File: src/rtl/multicycle_sequencer_pkg.sv
// Shared MIPS control definitions: opcodes, ALU codes, FSM states and
// the decoded-instruction record used by the multi-cycle sequencer.
package mips_defs;

  localparam int TIMEOUT_DEFAULT = 16;
  localparam int CNT_W_DEFAULT   = 16;
  localparam int WAIT_W          = 16;

  localparam logic [5:0] OP_ADD = 6'b000001;
  localparam logic [5:0] OP_SUB = 6'b000010;
  localparam logic [5:0] OP_INC = 6'b000011;
  localparam logic [5:0] OP_DEC = 6'b000100;
  localparam logic [5:0] OP_AND = 6'b000101;
  localparam logic [5:0] OP_OR  = 6'b000110;
  localparam logic [5:0] OP_XOR = 6'b000111;
  localparam logic [5:0] OP_NOT = 6'b001000;
  localparam logic [5:0] OP_SLL = 6'b001001;
  localparam logic [5:0] OP_SRL = 6'b001010;
  localparam logic [5:0] OP_LW  = 6'b100010;
  localparam logic [5:0] OP_SW  = 6'b100100;

  localparam logic [3:0] ALU_ADD = 4'b0101;
  localparam logic [3:0] ALU_SUB = 4'b0110;
  localparam logic [3:0] ALU_INC = 4'b0111;
  localparam logic [3:0] ALU_DEC = 4'b0100;
  localparam logic [3:0] ALU_AND = 4'b0001;
  localparam logic [3:0] ALU_OR  = 4'b0011;
  localparam logic [3:0] ALU_XOR = 4'b0010;
  localparam logic [3:0] ALU_NOT = 4'b0000;
  localparam logic [3:0] ALU_SLL = 4'b1001;
  localparam logic [3:0] ALU_SRL = 4'b1010;

  typedef enum logic [2:0] {
    ST_IDLE,
    ST_FETCH,
    ST_DECODE,
    ST_EXEC,
    ST_MEM,
    ST_WB,
    ST_TRAP
  } state_t;

  typedef struct packed {
    logic       legal;
    logic       is_mem;
    logic       is_load;
    logic [3:0] alu_control;
    logic       alu_src;
    logic       reg_dst;
    logic       shamt_sel;
    logic       mem_to_reg;
  } decode_t;

endpackage

File: src/rtl/multicycle_sequencer_if.sv
// Control/handshake bundle between the sequencer (master) and the
// instruction/data memories plus datapath (slave).
interface multicycle_sequencer_if #(parameter int CNT_W = 16);

  logic             Start;
  logic             Stop;
  logic             Trap_Clr;
  logic             Imem_Req;
  logic             Imem_Ack;
  logic [5:0]       Opcode;
  logic             Dmem_Ack;
  logic             Pc_Write;
  logic             Ir_Write;
  logic             Reg_Dst;
  logic             Reg_Write;
  logic             Alu_Src;
  logic             Mem_Write;
  logic             Mem_Read;
  logic             Mem_To_Reg;
  logic             Shamt_Sel;
  logic [3:0]       Alu_Control;
  logic             Busy;
  logic             Illegal;
  logic [CNT_W-1:0] Instr_Count;

  modport master (
    input  Start, Stop, Trap_Clr, Imem_Ack, Opcode, Dmem_Ack,
    output Imem_Req, Pc_Write, Ir_Write, Reg_Dst, Reg_Write, Alu_Src,
           Mem_Write, Mem_Read, Mem_To_Reg, Shamt_Sel, Alu_Control,
           Busy, Illegal, Instr_Count
  );

  modport slave (
    output Start, Stop, Trap_Clr, Imem_Ack, Opcode, Dmem_Ack,
    input  Imem_Req, Pc_Write, Ir_Write, Reg_Dst, Reg_Write, Alu_Src,
           Mem_Write, Mem_Read, Mem_To_Reg, Shamt_Sel, Alu_Control,
           Busy, Illegal, Instr_Count
  );

endinterface

File: src/rtl/multicycle_sequencer_instr_decode.sv
// Combinational opcode decoder: maps the latched IR to legality, memory
// class and the datapath control fields.
module instr_decode
  import mips_defs::*;
(
  input  logic [5:0] ir,
  output decode_t    dec
);

  always_comb begin
    dec = '0;
    dec.legal = 1'b1;
    case (ir)
      OP_ADD: dec.alu_control = ALU_ADD;
      OP_SUB: dec.alu_control = ALU_SUB;
      OP_INC: dec.alu_control = ALU_INC;
      OP_DEC: dec.alu_control = ALU_DEC;
      OP_AND: dec.alu_control = ALU_AND;
      OP_OR:  dec.alu_control = ALU_OR;
      OP_XOR: dec.alu_control = ALU_XOR;
      OP_NOT: dec.alu_control = ALU_NOT;
      OP_SLL: begin
        dec.alu_control = ALU_SLL;
        dec.shamt_sel   = 1'b1;
      end
      OP_SRL: begin
        dec.alu_control = ALU_SRL;
        dec.shamt_sel   = 1'b1;
      end
      OP_LW: begin
        dec.alu_control = ALU_ADD;
        dec.is_mem      = 1'b1;
        dec.is_load     = 1'b1;
      end
      OP_SW: begin
        dec.alu_control = ALU_ADD;
        dec.is_mem      = 1'b1;
      end
      default: dec.legal = 1'b0;
    endcase

    // Loads/stores use the immediate path and write back memory data
    if (dec.legal) begin
      dec.alu_src    = dec.is_mem;
      dec.reg_dst    = ~dec.is_mem;
      dec.mem_to_reg = ~dec.is_mem;
    end
  end

endmodule

File: src/rtl/multicycle_sequencer.sv
// Multi-cycle MIPS control FSM: fetch/decode/exec/mem/wb sequencing with
// handshake timeouts, an illegal-opcode trap and a retired-instruction count.
module multicycle_sequencer
  import mips_defs::*;
#(
  parameter int TIMEOUT = TIMEOUT_DEFAULT,
  parameter int CNT_W   = CNT_W_DEFAULT
) (
  input  logic                   clk,
  input  logic                   rst_n,
  multicycle_sequencer_if.master bus
);

  state_t           state, state_next;
  logic [5:0]       ir;
  logic [WAIT_W-1:0] wait_cnt;
  logic [CNT_W-1:0] instr_count;
  decode_t          dec;

  logic load_ir, clr_wait, inc_wait, retire;
  logic imem_req, pc_write, mem_read, mem_write, reg_write;
  logic timeout_hit, ctrl_phase;

  instr_decode u_decode (
    .ir  (ir),
    .dec (dec)
  );

  assign timeout_hit = (wait_cnt == WAIT_W'(TIMEOUT - 1));

  always_ff @(posedge clk or negedge rst_n) begin
    if (!rst_n) begin
      state       <= ST_IDLE;
      ir          <= '0;
      wait_cnt    <= '0;
      instr_count <= '0;
    end else begin
      state <= state_next;
      if (load_ir)
        ir <= bus.Opcode;
      if (clr_wait)
        wait_cnt <= '0;
      else if (inc_wait)
        wait_cnt <= wait_cnt + WAIT_W'(1);
      if (retire)
        instr_count <= instr_count + CNT_W'(1);
    end
  end

  always_comb begin
    state_next = state;
    load_ir    = 1'b0;
    inc_wait   = 1'b0;
    retire     = 1'b0;
    imem_req   = 1'b0;
    pc_write   = 1'b0;
    mem_read   = 1'b0;
    mem_write  = 1'b0;
    reg_write  = 1'b0;

    case (state)
      ST_IDLE:
        if (bus.Start)
          state_next = ST_FETCH;
      ST_FETCH: begin
        imem_req = 1'b1;
        // An ack arriving on the final allowed cycle still completes the fetch
        if (bus.Imem_Ack) begin
          load_ir    = 1'b1;
          pc_write   = 1'b1;
          state_next = ST_DECODE;
        end else if (timeout_hit) begin
          state_next = ST_TRAP;
        end else begin
          inc_wait = 1'b1;
        end
      end
      ST_DECODE:
        state_next = dec.legal ? ST_EXEC : ST_TRAP;
      ST_EXEC:
        state_next = dec.is_mem ? ST_MEM : ST_WB;
      ST_MEM: begin
        mem_read  = dec.is_load;
        mem_write = ~dec.is_load;
        if (bus.Dmem_Ack) begin
          if (dec.is_load) begin
            state_next = ST_WB;
          end else begin
            retire     = 1'b1;
            state_next = bus.Stop ? ST_IDLE : ST_FETCH;
          end
        end else if (timeout_hit) begin
          state_next = ST_TRAP;
        end else begin
          inc_wait = 1'b1;
        end
      end
      ST_WB: begin
        reg_write  = 1'b1;
        retire     = 1'b1;
        state_next = bus.Stop ? ST_IDLE : ST_FETCH;
      end
      ST_TRAP:
        if (bus.Trap_Clr)
          state_next = ST_IDLE;
      default:
        state_next = ST_IDLE;
    endcase

    clr_wait = ((state_next == ST_FETCH) && (state != ST_FETCH)) ||
               ((state_next == ST_MEM)   && (state != ST_MEM));
  end

  assign ctrl_phase = (state == ST_EXEC) || (state == ST_MEM) || (state == ST_WB);

  assign bus.Imem_Req    = imem_req;
  assign bus.Pc_Write    = pc_write;
  assign bus.Ir_Write    = pc_write;
  assign bus.Reg_Write   = reg_write;
  assign bus.Mem_Read    = mem_read;
  assign bus.Mem_Write   = mem_write;
  assign bus.Alu_Control = ctrl_phase ? dec.alu_control : 4'b0000;
  assign bus.Alu_Src     = ctrl_phase & dec.alu_src;
  assign bus.Reg_Dst     = ctrl_phase & dec.reg_dst;
  assign bus.Shamt_Sel   = ctrl_phase & dec.shamt_sel;
  assign bus.Mem_To_Reg  = ctrl_phase & dec.mem_to_reg;
  assign bus.Busy        = (state != ST_IDLE) && (state != ST_TRAP);
  assign bus.Illegal     = (state == ST_TRAP);
  assign bus.Instr_Count = instr_count;

endmodule

File: src/flat_wrapper.sv
// flat-port wrapper written by rule: the top's interface ports become plain ports
module multicycle_sequencer_flat import mips_defs::*;
#(
  parameter int TIMEOUT = TIMEOUT_DEFAULT,
  parameter int CNT_W   = CNT_W_DEFAULT
)
  (clk, rst_n, bus_Start, bus_Stop, bus_Trap_Clr, bus_Imem_Ack, bus_Opcode, bus_Dmem_Ack, bus_Imem_Req, bus_Pc_Write, bus_Ir_Write, bus_Reg_Dst, bus_Reg_Write, bus_Alu_Src, bus_Mem_Write, bus_Mem_Read, bus_Mem_To_Reg, bus_Shamt_Sel, bus_Alu_Control, bus_Busy, bus_Illegal, bus_Instr_Count);
  multicycle_sequencer_if #(.CNT_W(CNT_W)) bus_i ();
  input  logic clk;
  input  logic rst_n;
  input wire logic [$bits(bus_i.Start)-1:0] bus_Start;
  input wire logic [$bits(bus_i.Stop)-1:0] bus_Stop;
  input wire logic [$bits(bus_i.Trap_Clr)-1:0] bus_Trap_Clr;
  input wire logic [$bits(bus_i.Imem_Ack)-1:0] bus_Imem_Ack;
  input wire logic [$bits(bus_i.Opcode)-1:0] bus_Opcode;
  input wire logic [$bits(bus_i.Dmem_Ack)-1:0] bus_Dmem_Ack;
  output wire logic [$bits(bus_i.Imem_Req)-1:0] bus_Imem_Req;
  output wire logic [$bits(bus_i.Pc_Write)-1:0] bus_Pc_Write;
  output wire logic [$bits(bus_i.Ir_Write)-1:0] bus_Ir_Write;
  output wire logic [$bits(bus_i.Reg_Dst)-1:0] bus_Reg_Dst;
  output wire logic [$bits(bus_i.Reg_Write)-1:0] bus_Reg_Write;
  output wire logic [$bits(bus_i.Alu_Src)-1:0] bus_Alu_Src;
  output wire logic [$bits(bus_i.Mem_Write)-1:0] bus_Mem_Write;
  output wire logic [$bits(bus_i.Mem_Read)-1:0] bus_Mem_Read;
  output wire logic [$bits(bus_i.Mem_To_Reg)-1:0] bus_Mem_To_Reg;
  output wire logic [$bits(bus_i.Shamt_Sel)-1:0] bus_Shamt_Sel;
  output wire logic [$bits(bus_i.Alu_Control)-1:0] bus_Alu_Control;
  output wire logic [$bits(bus_i.Busy)-1:0] bus_Busy;
  output wire logic [$bits(bus_i.Illegal)-1:0] bus_Illegal;
  output wire logic [$bits(bus_i.Instr_Count)-1:0] bus_Instr_Count;
  assign bus_i.Start = bus_Start;
  assign bus_i.Stop = bus_Stop;
  assign bus_i.Trap_Clr = bus_Trap_Clr;
  assign bus_i.Imem_Ack = bus_Imem_Ack;
  assign bus_i.Opcode = bus_Opcode;
  assign bus_i.Dmem_Ack = bus_Dmem_Ack;
  assign bus_Imem_Req = bus_i.Imem_Req;
  assign bus_Pc_Write = bus_i.Pc_Write;
  assign bus_Ir_Write = bus_i.Ir_Write;
  assign bus_Reg_Dst = bus_i.Reg_Dst;
  assign bus_Reg_Write = bus_i.Reg_Write;
  assign bus_Alu_Src = bus_i.Alu_Src;
  assign bus_Mem_Write = bus_i.Mem_Write;
  assign bus_Mem_Read = bus_i.Mem_Read;
  assign bus_Mem_To_Reg = bus_i.Mem_To_Reg;
  assign bus_Shamt_Sel = bus_i.Shamt_Sel;
  assign bus_Alu_Control = bus_i.Alu_Control;
  assign bus_Busy = bus_i.Busy;
  assign bus_Illegal = bus_i.Illegal;
  assign bus_Instr_Count = bus_i.Instr_Count;
  multicycle_sequencer #(.TIMEOUT(TIMEOUT), .CNT_W(CNT_W)) u_core (.clk(clk), .rst_n(rst_n), .bus(bus_i));
endmodule
File: config.mk
export PLATFORM = sky130hd
export DESIGN_NAME = multicycle_sequencer_flat
export DESIGN_NICKNAME = d
export VERILOG_FILES = /design/src/rtl/multicycle_sequencer_pkg.sv /design/src/rtl/multicycle_sequencer_if.sv /design/src/rtl/multicycle_sequencer_instr_decode.sv /design/src/rtl/multicycle_sequencer.sv /design/src/flat_wrapper.sv
export SDC_FILE = /design/constraint.sdc
export NUM_CORES = 1
export LEC_CHECK = 0
export CORE_AREA = 5 5 78 80
export DETAILED_ROUTE_END_ITERATION = 7
export DIE_AREA = 0 0 83 85
export PLACE_DENSITY = 0.7
export SYNTH_ARGS = -nofsm -noshare
export SYNTH_HDL_FRONTEND = slang
export SYNTH_SLANG_ARGS = --single-unit
File: constraint.sdc
create_clock -name clk -period 3.2 [get_ports clk]
set_input_delay 0.32 -clock clk [delete_from_list [all_inputs] [get_ports clk]]
set_output_delay 0.32 -clock clk [all_outputs]
set_load 0.1 [all_outputs]
== Word level (Yosys, flattened, before mapping) ==
Cells that the tools add are included.
W data, S select, Z words.

* Flip-flop bits (word level): 41
* Bits of input ports: 13
* Output and inout port bits: 32
* Word-level logic and storage cells: 82

* $add $sub $neg: 2
* Equal/unequal tests: 24
* Mux-type cells: 33
* Bitwise logic cells: 6
* Reductions and logical operators: 13

{| class="wikitable"
|+ Operators by type and width
! kind !! number
|-
| $pmux W4 S9 || 1
|-
| $add A16 B1 Y16 const B || 2
|-
| $mux W16 || 2
|-
| $eq A6 B3 Y1 const B || 4
|-
| $mux W3 || 7
|-
| $pmux W3 S7 || 1
|-
| $eq A6 B4 Y1 const B || 3
|-
| $mux W1 || 18
|-
| $eq A16 B4 Y1 const B || 1
|-
| $eq A3 B3 Y1 const B || 4
|-
| $eq A6 B2 Y1 const B || 2
|-
| $eq A6 B6 Y1 const B || 2
|-
| $reduce_or A12 Y1 || 1
|-
| $eq A3 B1 Y1 const B || 2
|-
| $eq A3 B2 Y1 const B || 2
|-
| $eq A6 B1 Y1 const B || 1
|-
| $ne A3 B3 Y1 const B || 2
|-
| $and A1 B1 Y1 || 4
|-
| $mux W4 || 1
|-
| $pmux W1 S2 || 2
|-
| $reduce_or A2 Y1 || 2
|-
| $logic_and A1 B1 Y1 || 3
|-
| $logic_not A3 Y1 || 1
|-
| $logic_or A1 B1 Y1 || 3
|-
| other kinds (6) || 7
|}

== Longest topological paths before layout ==
Gate-level depths: netlist of run 1.

* Word-level depth: 9
* Gate-level depth with buffers: 8
* Depth with buffers taken out: 7

== By module ==
Synthesis of run 1 repeated with hierarchy kept, for this count alone.

* Cell total of the unflattened synthesis: 251
* Area total of the unflattened synthesis: 2473.6 µm²

{| class="wikitable"
|+ Modules (own cells, without submodules)
! module !! instances !! cells an instance !! area an instance (µm²) !! seq. area each (µm²)
|-
| multicycle_sequencer || 1 || 212 || 2220.9 || 1026.0
|-
| instr_decode || 1 || 39 || 252.7 || 0.0
|}

== Worst setup path after synthesis of run 1 ==
Ideal clock, no wire load.

* Path kind: register -> output
* From: reg u_core.state[1]
* To: out bus_Reg_Dst
* Arrival: 4.629 ns
* Required time: 2.880 ns
* Slack: -1.749 ns
* Cell stages (with the launch flop): 6
* Buffers on the path: 2
* Path through: dfrtp_1 clkbuf_1 nand3b_1 a21o_1 nor4_1 buf_4

* Cells in the longest elaborated chain, start to end: 4
* Elaborated cells between the ends (all ways): 6
* Those cells by class: 3 x eq/ne; 1 x bitwise; 2 x reduce/logical

{| class="wikitable"
|+ RTL lines
! what !! RTL line !! source
|-
| start: declaration || multicycle_sequencer.sv:14 || <nowiki>state_t state, state_next;</nowiki>
|-
| start signal: assignment || multicycle_sequencer.sv:38 || <nowiki>state <= state_next;</nowiki>
|-
| $eq A3 B2 Y1 or $eq A3 B3 Y1 (tied branches) || multicycle_sequencer.sv:114 || <nowiki>assign ctrl_phase = (state == ST_EXEC) || (state == ST_MEM) || (state == ST_WB);</nowiki>
|-
| $logic_or A1 B1 Y1 || multicycle_sequencer.sv:114 ||
|-
| $logic_or A1 B1 Y1 (*) || multicycle_sequencer.sv:114 ||
|-
| $and A1 B1 Y1 (*) || multicycle_sequencer.sv:124 || <nowiki>assign bus.Reg_Dst = ctrl_phase & dec.reg_dst;</nowiki>
|-
| end: declaration || flat_wrapper.sv:20 || <nowiki>output wire logic [$bits(bus_i.Reg_Dst)-1:0] bus_Reg_Dst;</nowiki>
|}

Every way passes the cells marked *; elsewhere a longest branch is shown, timed or not.

== Final worst setup path of run 1 ==
* From: reg u_core.ir[2]
* To: reg u_core.wait_cnt[5]

* Cells in the longest elaborated chain, start to end: 9
* Elaborated cells between the ends (all ways): 29
* Those cells by class: 14 x eq/ne; 9 x mux; 6 x reduce/logical

{| class="wikitable"
|+ RTL lines
! what !! RTL line !! source
|-
| start: declaration || multicycle_sequencer.sv:15 || <nowiki>logic [5:0] ir;</nowiki>
|-
| start signal: assignment || multicycle_sequencer.sv:40 || <nowiki>ir <= bus.Opcode;</nowiki>
|-
| $eq A6 B6 Y1, or another cell as far along || multicycle_sequencer_instr_decode.sv:13 || <nowiki>case (ir)</nowiki>
|-
| $reduce_or A12 Y1 (no line), or another cell as far along || - ||
|-
| $mux W1 or $mux W3 (tied branches) || multicycle_sequencer_instr_decode.sv:13, multicycle_sequencer.sv:86 ||
|-
| $mux W3, or another cell as far along || multicycle_sequencer.sv:79 || <nowiki>state_next = dec.legal ? ST_EXEC : ST_TRAP;</nowiki>
|-
| $pmux W3 S7 (*) || multicycle_sequencer.sv:61 || <nowiki>case (state)</nowiki>
|-
| via u_core.state_next[0] || multicycle_sequencer.sv:14 ||
|-
| $eq A3 B1 Y1 or $eq A3 B3 Y1 (tied branches) || multicycle_sequencer.sv:110, multicycle_sequencer.sv:111 ||
|-
| $logic_and A1 B1 Y1 (on tied branches) || multicycle_sequencer.sv:110, multicycle_sequencer.sv:111 ||
|-
| $logic_or A1 B1 Y1 (*) || multicycle_sequencer.sv:110 || <nowiki>clr_wait = ((state_next == ST_FETCH) && (state != ST_FETCH)) ||</nowiki>
|-
| $mux W16 or $reduce_bool A2 Y1 (tied branches) || - ||
|-
| end signal: assignment || multicycle_sequencer.sv:44 || <nowiki>wait_cnt <= wait_cnt + WAIT_W'(1);</nowiki>
|-
| end: declaration || multicycle_sequencer.sv:16 || <nowiki>logic [WAIT_W-1:0] wait_cnt;</nowiki>
|}

Mark *: on every way through the listed nets, which the timed path passes. The rest lies on a longest branch.
A chain may end at the register's enable or synchronous reset.

==> flow_summary.json, run 1 <==
{
  "initial_utilization": 0.433,
  "clockBufferDepth": 2,
  "power_density_mw_per_mm2": 916,
  "fin_ws_ps": 738,
  "routed_wl_microns": 4780,
  "cp-end-kind": "flop",
  "finalNonFillerCells": 355,
  "netlist-cell-type-count": 44,
  "cts_tree": "done",
  "ys_seq_area_frac": 0.443,
  "yosys_warnings": 0,
  "worstSetupPathType": "reg2reg",
  "io_buffers": 44,
  "drive_above_1_share": 0.177,
  "cts_resized": 0,
  "crit_end": "u_core.wait_cnt[5]",
  "slew_headroom": 0.343,
  "synth_seq_cells": 41,
  "cts_hold_buf": 0,
  "htreeDepth": 2,
  "grt-ovfl-total": 0,
  "syn_inst": 241,
  "die_width_microns": 83,
  "vias": 1832,
  "slew_viol_final": 0,
  "dr.pass1.iters": 4,
  "worst_hold_slack_ps": 156,
  "viasPerCell": 5.16,
  "period_needed_ps": 2460,
  "post-place-cells": 347,
  "synth_fp_nets": 256,
  "grt_pass1_wl_microns": 8420,
  "tns_ps": 0,
  "total_power_mw": 2.67,
  "ant_nets": 0,
  "leakagePower_nw": 1.22,
  "cp.arrival_ps": 2640,
  "antenna_found_initial": 0,
  "clk_latency_ps": 290,
  "io-pin-count": 45,
  "min_path_type": "in2async",
  "most-common-layout-cells": "41 x dfrtp_1, 27 x clkdlybuf4s50_1, 22 x xnor2_1",
  "clock-skew-final_ps": 9.25,
  "status": "completed",
  "syn_avg_cell_area_sq_um": 9.60,
  "wl_per_cell_microns": 13.5,
  "clk_pin_slew_ps": 80,
  "setup_violations": 0,
  "hold_viol": 0,
  "synth_area_sq_mm": 0.00231,
  "rsz0062_at_grt": "false",
  "max_freq_mhz": 406,
  "crit-reg2reg-capture": "u_core.wait_cnt[5]",
  "final_util": 0.546,
  "areaGrowthSynthToFinish_pct": 26.1,
  "drc_errors": 0,
  "crit_required_ps": 3370,
  "ir_drop_v": 0.000602,
  "r2r_start": "u_core.ir[2]",
  "maxCapViolations": 0,
  "die_area_sq_mm": 0.00706,
  "dpl_worst_slack_ps": 748,
  "grt_pass1_vias": 1841,
  "track_usage": 0.143,
  "r2r_setup_slack_ps": 740,
  "die_height_microns": 85,
  "dpl_cell_area_sq_mm": 0.00280,
  "hpwl_microns": 3360,
  "fillerInstances": 519,
  "clockRootBuffer": "clkbuf_8",
  "row_count": 27,
  "cts_buffers": 5,
  "worst_r2r_path_depth": 7,
  "nNetsFinal": 297,
  "crit_fanout": 16,
  "start_kind": "flop",
  "cts_sinks": 41,
  "post_cts_buffers": 0,
  "fin_crit_sh": 0.770,
  "num_antenna_cells": 0,
  "core_area_sq_mm": 0.00534,
  "crit_start": "u_core.ir[2]",
  "gp_congestion": 0.780,
  "grt_max_degree": 42,
  "max_slew.worst_pin.slew_ps": 983,
  "layout_commonest_cell": "dfrtp_1",
  "drt-initial-drc-count": 83,
  "final_cell_area_sq_mm": 0.00292
}
## synthesized netlist by cell type
library cell,count,share of area
a21oi_1,4,0.0087
mux2_2,6,0.029
nand4_1,8,0.022
or3_1,1,0.0027
a21o_1,2,0.0065
nand3b_1,2,0.0065
nor3_1,10,0.022
inv_1,7,0.011
nor4_2,1,0.0054
nor2_2,10,0.027
a211oi_1,1,0.0032
clkinv_1,1,0.0016
and2_1,1,0.0027
nor4_1,8,0.022
dfrtp_1,41,0.44
nand2b_1,4,0.011
nor2b_1,3,0.0081
nand2_1,15,0.024
or4b_1,1,0.0043
o21a_1,1,0.0032
nor4b_1,3,0.011
and4_1,2,0.0076
mux2i_1,1,0.0043
o21ai_0,7,0.015
ha_1,2,0.011
and3_1,8,0.022
o32a_1,1,0.0043
clkbuf_1,8,0.013
xor2_1,11,0.042
buf_6,2,0.0097
a211o_1,1,0.0038
nor2_1,19,0.031
nor3b_1,3,0.0097
or2_1,1,0.0027
buf_4,2,0.0065
mux2i_2,1,0.0059
a221oi_1,1,0.0038
nand3_2,1,0.0043
o31ai_1,1,0.0032
nand3_1,11,0.024
o21bai_1,2,0.0065
a31oi_1,3,0.0081
a2bb2oi_1,1,0.0038
xnor2_1,22,0.083
## worst min-delay path by stage
| stage | end | slack [ps] |
|---|---|---|
| finish | u_core.wait_cnt[12] | 160 |
| global route | u_core.wait_cnt[12] | 230 |
| CTS | u_core.wait_cnt[12] | 180 |
| detailed placement | u_core.bus.Instr_Count[15] | 460 |
| global placement | u_core.bus.Instr_Count[15] | 460 |
| floorplan | u_core.bus.Instr_Count[0] | 20 |
## routing by layer
layer	wire (microns)	GRT usage
met1	2370	0.183
met2	2210	0.236
met3	180	0.0466
met4	27	0.0357
met5	0	0
## worst max-delay path, cell delays in order (launching register included)
cell and delay (ps):
dfrtp_1 520, or4b_1 560, or2_1 270, o32a_1 360, nand3_2 80, mux2i_2 190
buf_4 270, nor2_1 80
## layout make-up
class                   instances  area [sq um]  area share
inverters                       8          30.0      0.0103
flip-flops and latches         41          1030       0.352
clock inverters                 1          30.0      0.0103
multi-input cells             180          1220       0.418
repair buffers                 46           435       0.149
well taps                      72          90.1      0.0309
clock buffers                   7          86.3      0.0296
## power breakdown
group / switching (mW) / internal, mW
clock: 0.173 / 0.254
sequential: 0.210 / 0.615
combinational: 0.993 / 0.427
## flip-flops by register name, summed over array words and instances (netlist names)
signal and cells:
u_core.ir 6, u_core.bus.Instr_Count 16, u_core.state 3, u_core.wait_cnt 16
## cells by family after synthesis
logic type,count (synthesis),synth area share
simple gates,112,0.269
flops,41,0.443
xor+xnor,33,0.125
compound gates,25,0.0703
buf+inv,20,0.0422
mux,8,0.0395
fa+ha+maj,2,0.0108
(Power assumes the default switching activity.)
==> inputs of run 2 (changes only) <==
==> constraint.sdc (replaced) <==
create_clock -name clk -period 2.3 [get_ports clk]
set_input_delay 0.23 -clock clk [delete_from_list [all_inputs] [get_ports clk]]
set_output_delay 0.23 -clock clk [all_outputs]
set_load 0.1 [all_outputs]
==> run 2 against run 1 <==
Effect of this change: die area is the same; flip-flop and latch count stayed put; count of clock-buffer cells in the layout down 2; setup slack lost 640 ps; hold slack got worse by 99 ps; combinational power grew 88%; core utilization grew 7.5 points; largest power group unchanged; non-clock buffer count rose by 21; design area up 14%; critical path depth shrank 2; sequential power grew 25%.
==> flow_summary.json, run 2 (synthesized netlist as in run 1, its figures left out) <==
{
  "status": "completed",
  "p_sw_frac": 0.482,
  "maxCapViolations": 0,
  "leakagePower_nw": 1.40,
  "worstSetupPathType": "reg2out",
  "initial_utilization": 0.433,
  "max_freq_mhz": 455,
  "clockBufferDepth": 2,
  "power_density_mw_per_mm2": 1320,
  "slew_headroom": 0.411,
  "cts_tree": "done",
  "slowest_stage": "or4b_4",
  "cts_buffers": 5,
  "row_count": 27,
  "cp-end-kind": "output pin",
  "rsz0062_at_grt": "false",
  "antenna_found_initial": 0,
  "htreeDepth": 2,
  "core_area_sq_mm": 0.00534,
  "die_width_microns": 83,
  "ir_drop_v": 0.000779,
  "layout_commonest_cell": "buf_4",
  "gp_congestion": 0.837,
  "post-place-cells": 361,
  "p_sw_mw": 2.11,
  "r2r_setup_slack_ps": 110,
  "max_slew.worst_pin.slew_ps": 884,
  "r2r_start": "u_core.ir[3]",
  "min_path_type": "in2async",
  "worst_hold_slack_ps": 56.9,
  "grt_pass1_vias": 1923,
  "die_area_sq_mm": 0.00706,
  "dpl_worst_slack_ps": 103,
  "die_height_microns": 85,
  "clk_latency_ps": 290,
  "cp.arrival_ps": 1970,
  "clockPowerShare": 0.156,
  "slowest_delay_ps": 530,
  "cellInternalPower_mw": 2.27,
  "pwr-share-comb": 0.609,
  "wl_per_cell_microns": 13.2,
  "clockRootBuffer": "clkbuf_8",
  "fin_ws_ps": 101,
  "period_needed_ps": 2200,
  "vias": 1938,
  "power_frac_seq": 0.235,
  "grt-ovfl-total": 0,
  "io_buffers": 44,
  "finalNonFillerCells": 376,
  "fin_crit_sh": 0.956,
  "dr.pass1.iters": 4,
  "nNetsFinal": 318,
  "drc_errors": 0,
  "hpwl_microns": 3760,
  "most-common-layout-cells": "41 x buf_4, 37 x dfrtp_1, 22 x xnor2_1",
  "dpl_cell_area_sq_mm": 0.00311,
  "clock-skew-final_ps": 6.32,
  "routed_wl_microns": 4970,
  "crit_required_ps": 2070,
  "clk_pin_slew_ps": 80,
  "final_cell_area_sq_mm": 0.00332,
  "grt_pass1_wl_microns": 8760,
  "setup_violations": 0,
  "crit_start": "u_core.ir[3]",
  "drive_above_1_share": 0.336,
  "slew_viol_final": 0,
  "io-pin-count": 45,
  "start_kind": "flop",
  "cts_sinks": 41,
  "hold_viol": 0,
  "drt-initial-drc-count": 119,
  "path_cells": "or4b_4 -> or2_1 -> buf_4 -> nor3_4 -> buf_12",
  "ant_nets": 0,
  "track_usage": 0.149,
  "viasPerCell": 5.15,
  "areaGrowthSynthToFinish_pct": 43.4,
  "grt_max_degree": 42,
  "crit_fanout": 3,
  "num_antenna_cells": 0
}
run 2: cell count changes in the layout (fill, tap and decap cells not counted), sizes merged:
cell,previous run,this run
clkbuf,7,5
clkinv,1,2
clkdlybuf4s50,27,11
bufinv,1,2
buf,19,56
run 2: power by group through the flow:
stage | Combinational [mW] | Sequential, mW | Clock (mW)
after floorplan | 1.68 | 1.27 | 0
after global placement | 2.55 | 1.05 | 0
after detailed placement | 2.57 | 1.05 | 0
after CTS | 2.58 | 1.04 | 0.699
after global routing | 2.84 | 1.05 | 0.739
final | 2.67 | 1.03 | 0.682
run 2: stage by stage:
| step | TNS, ps | power (mW) | util |
|---|---|---|---|
| after floorplan | -2470 | 2.96 | - |
| after global placement | 0 | 3.60 | 0.583 |
| after detailed placement | 0 | 3.62 | 0.583 |
| after CTS | 0 | 4.32 | 0.609 |
| after global routing | 0 | 4.64 | 0.621 |
| final | 0 | 4.38 | 0.621 |
run 2: routing by layer:
layer	vias to the layer above	track usage	share of wire	wire length [microns]
met5	-	0	0	0
met4	0	0.0401	0.0078	39
met3	5	0.0350	0.032	157
met2	32	0.246	0.49	2420
met1	936	0.197	0.47	2350
li1	965	-	-	-
run 2: what timing repair did:
item                                    4_1_cts  5_1_grt
gates resized for setup                       1        3
hold buffers                                  0        0
endpoints found under the setup margin        3       19
buffers inserted                              0        7
run 2: area by class of cell:
type	instances	area, sq um
Multi-Input combinational cell	180	1320
Timing Repair Buffer	67	703
Inverter	8	35.0
Clock inverter	3	65.1
Sequential cell	41	1030
Tap cell	72	90.1
Clock buffer	5	68.8
Fill cell	465	2020
run 2: final timing paths:
| path | to | cells past startpoint |
|---|---|---|
| setup / recovery | bus_Mem_Read | 5 |
| hold / removal | u_core.state[1] | 1 |
| setup reg to reg | u_core.wait_cnt[1] | 7 |
| hold reg to reg | u_core.bus.Instr_Count[15] | 1 |
| max in group asynchronous | u_core.bus.Instr_Count[3] | 1 |
| min in group clk | u_core.bus.Instr_Count[15] | 1 |
run 2: critical path: cells and delay by family (launching register included):
kind / cells / cell delay (ps)
flip-flops: 1 / 380
buffers and inverters: 2 / 350
AND/OR/NAND/NOR: 3 / 940
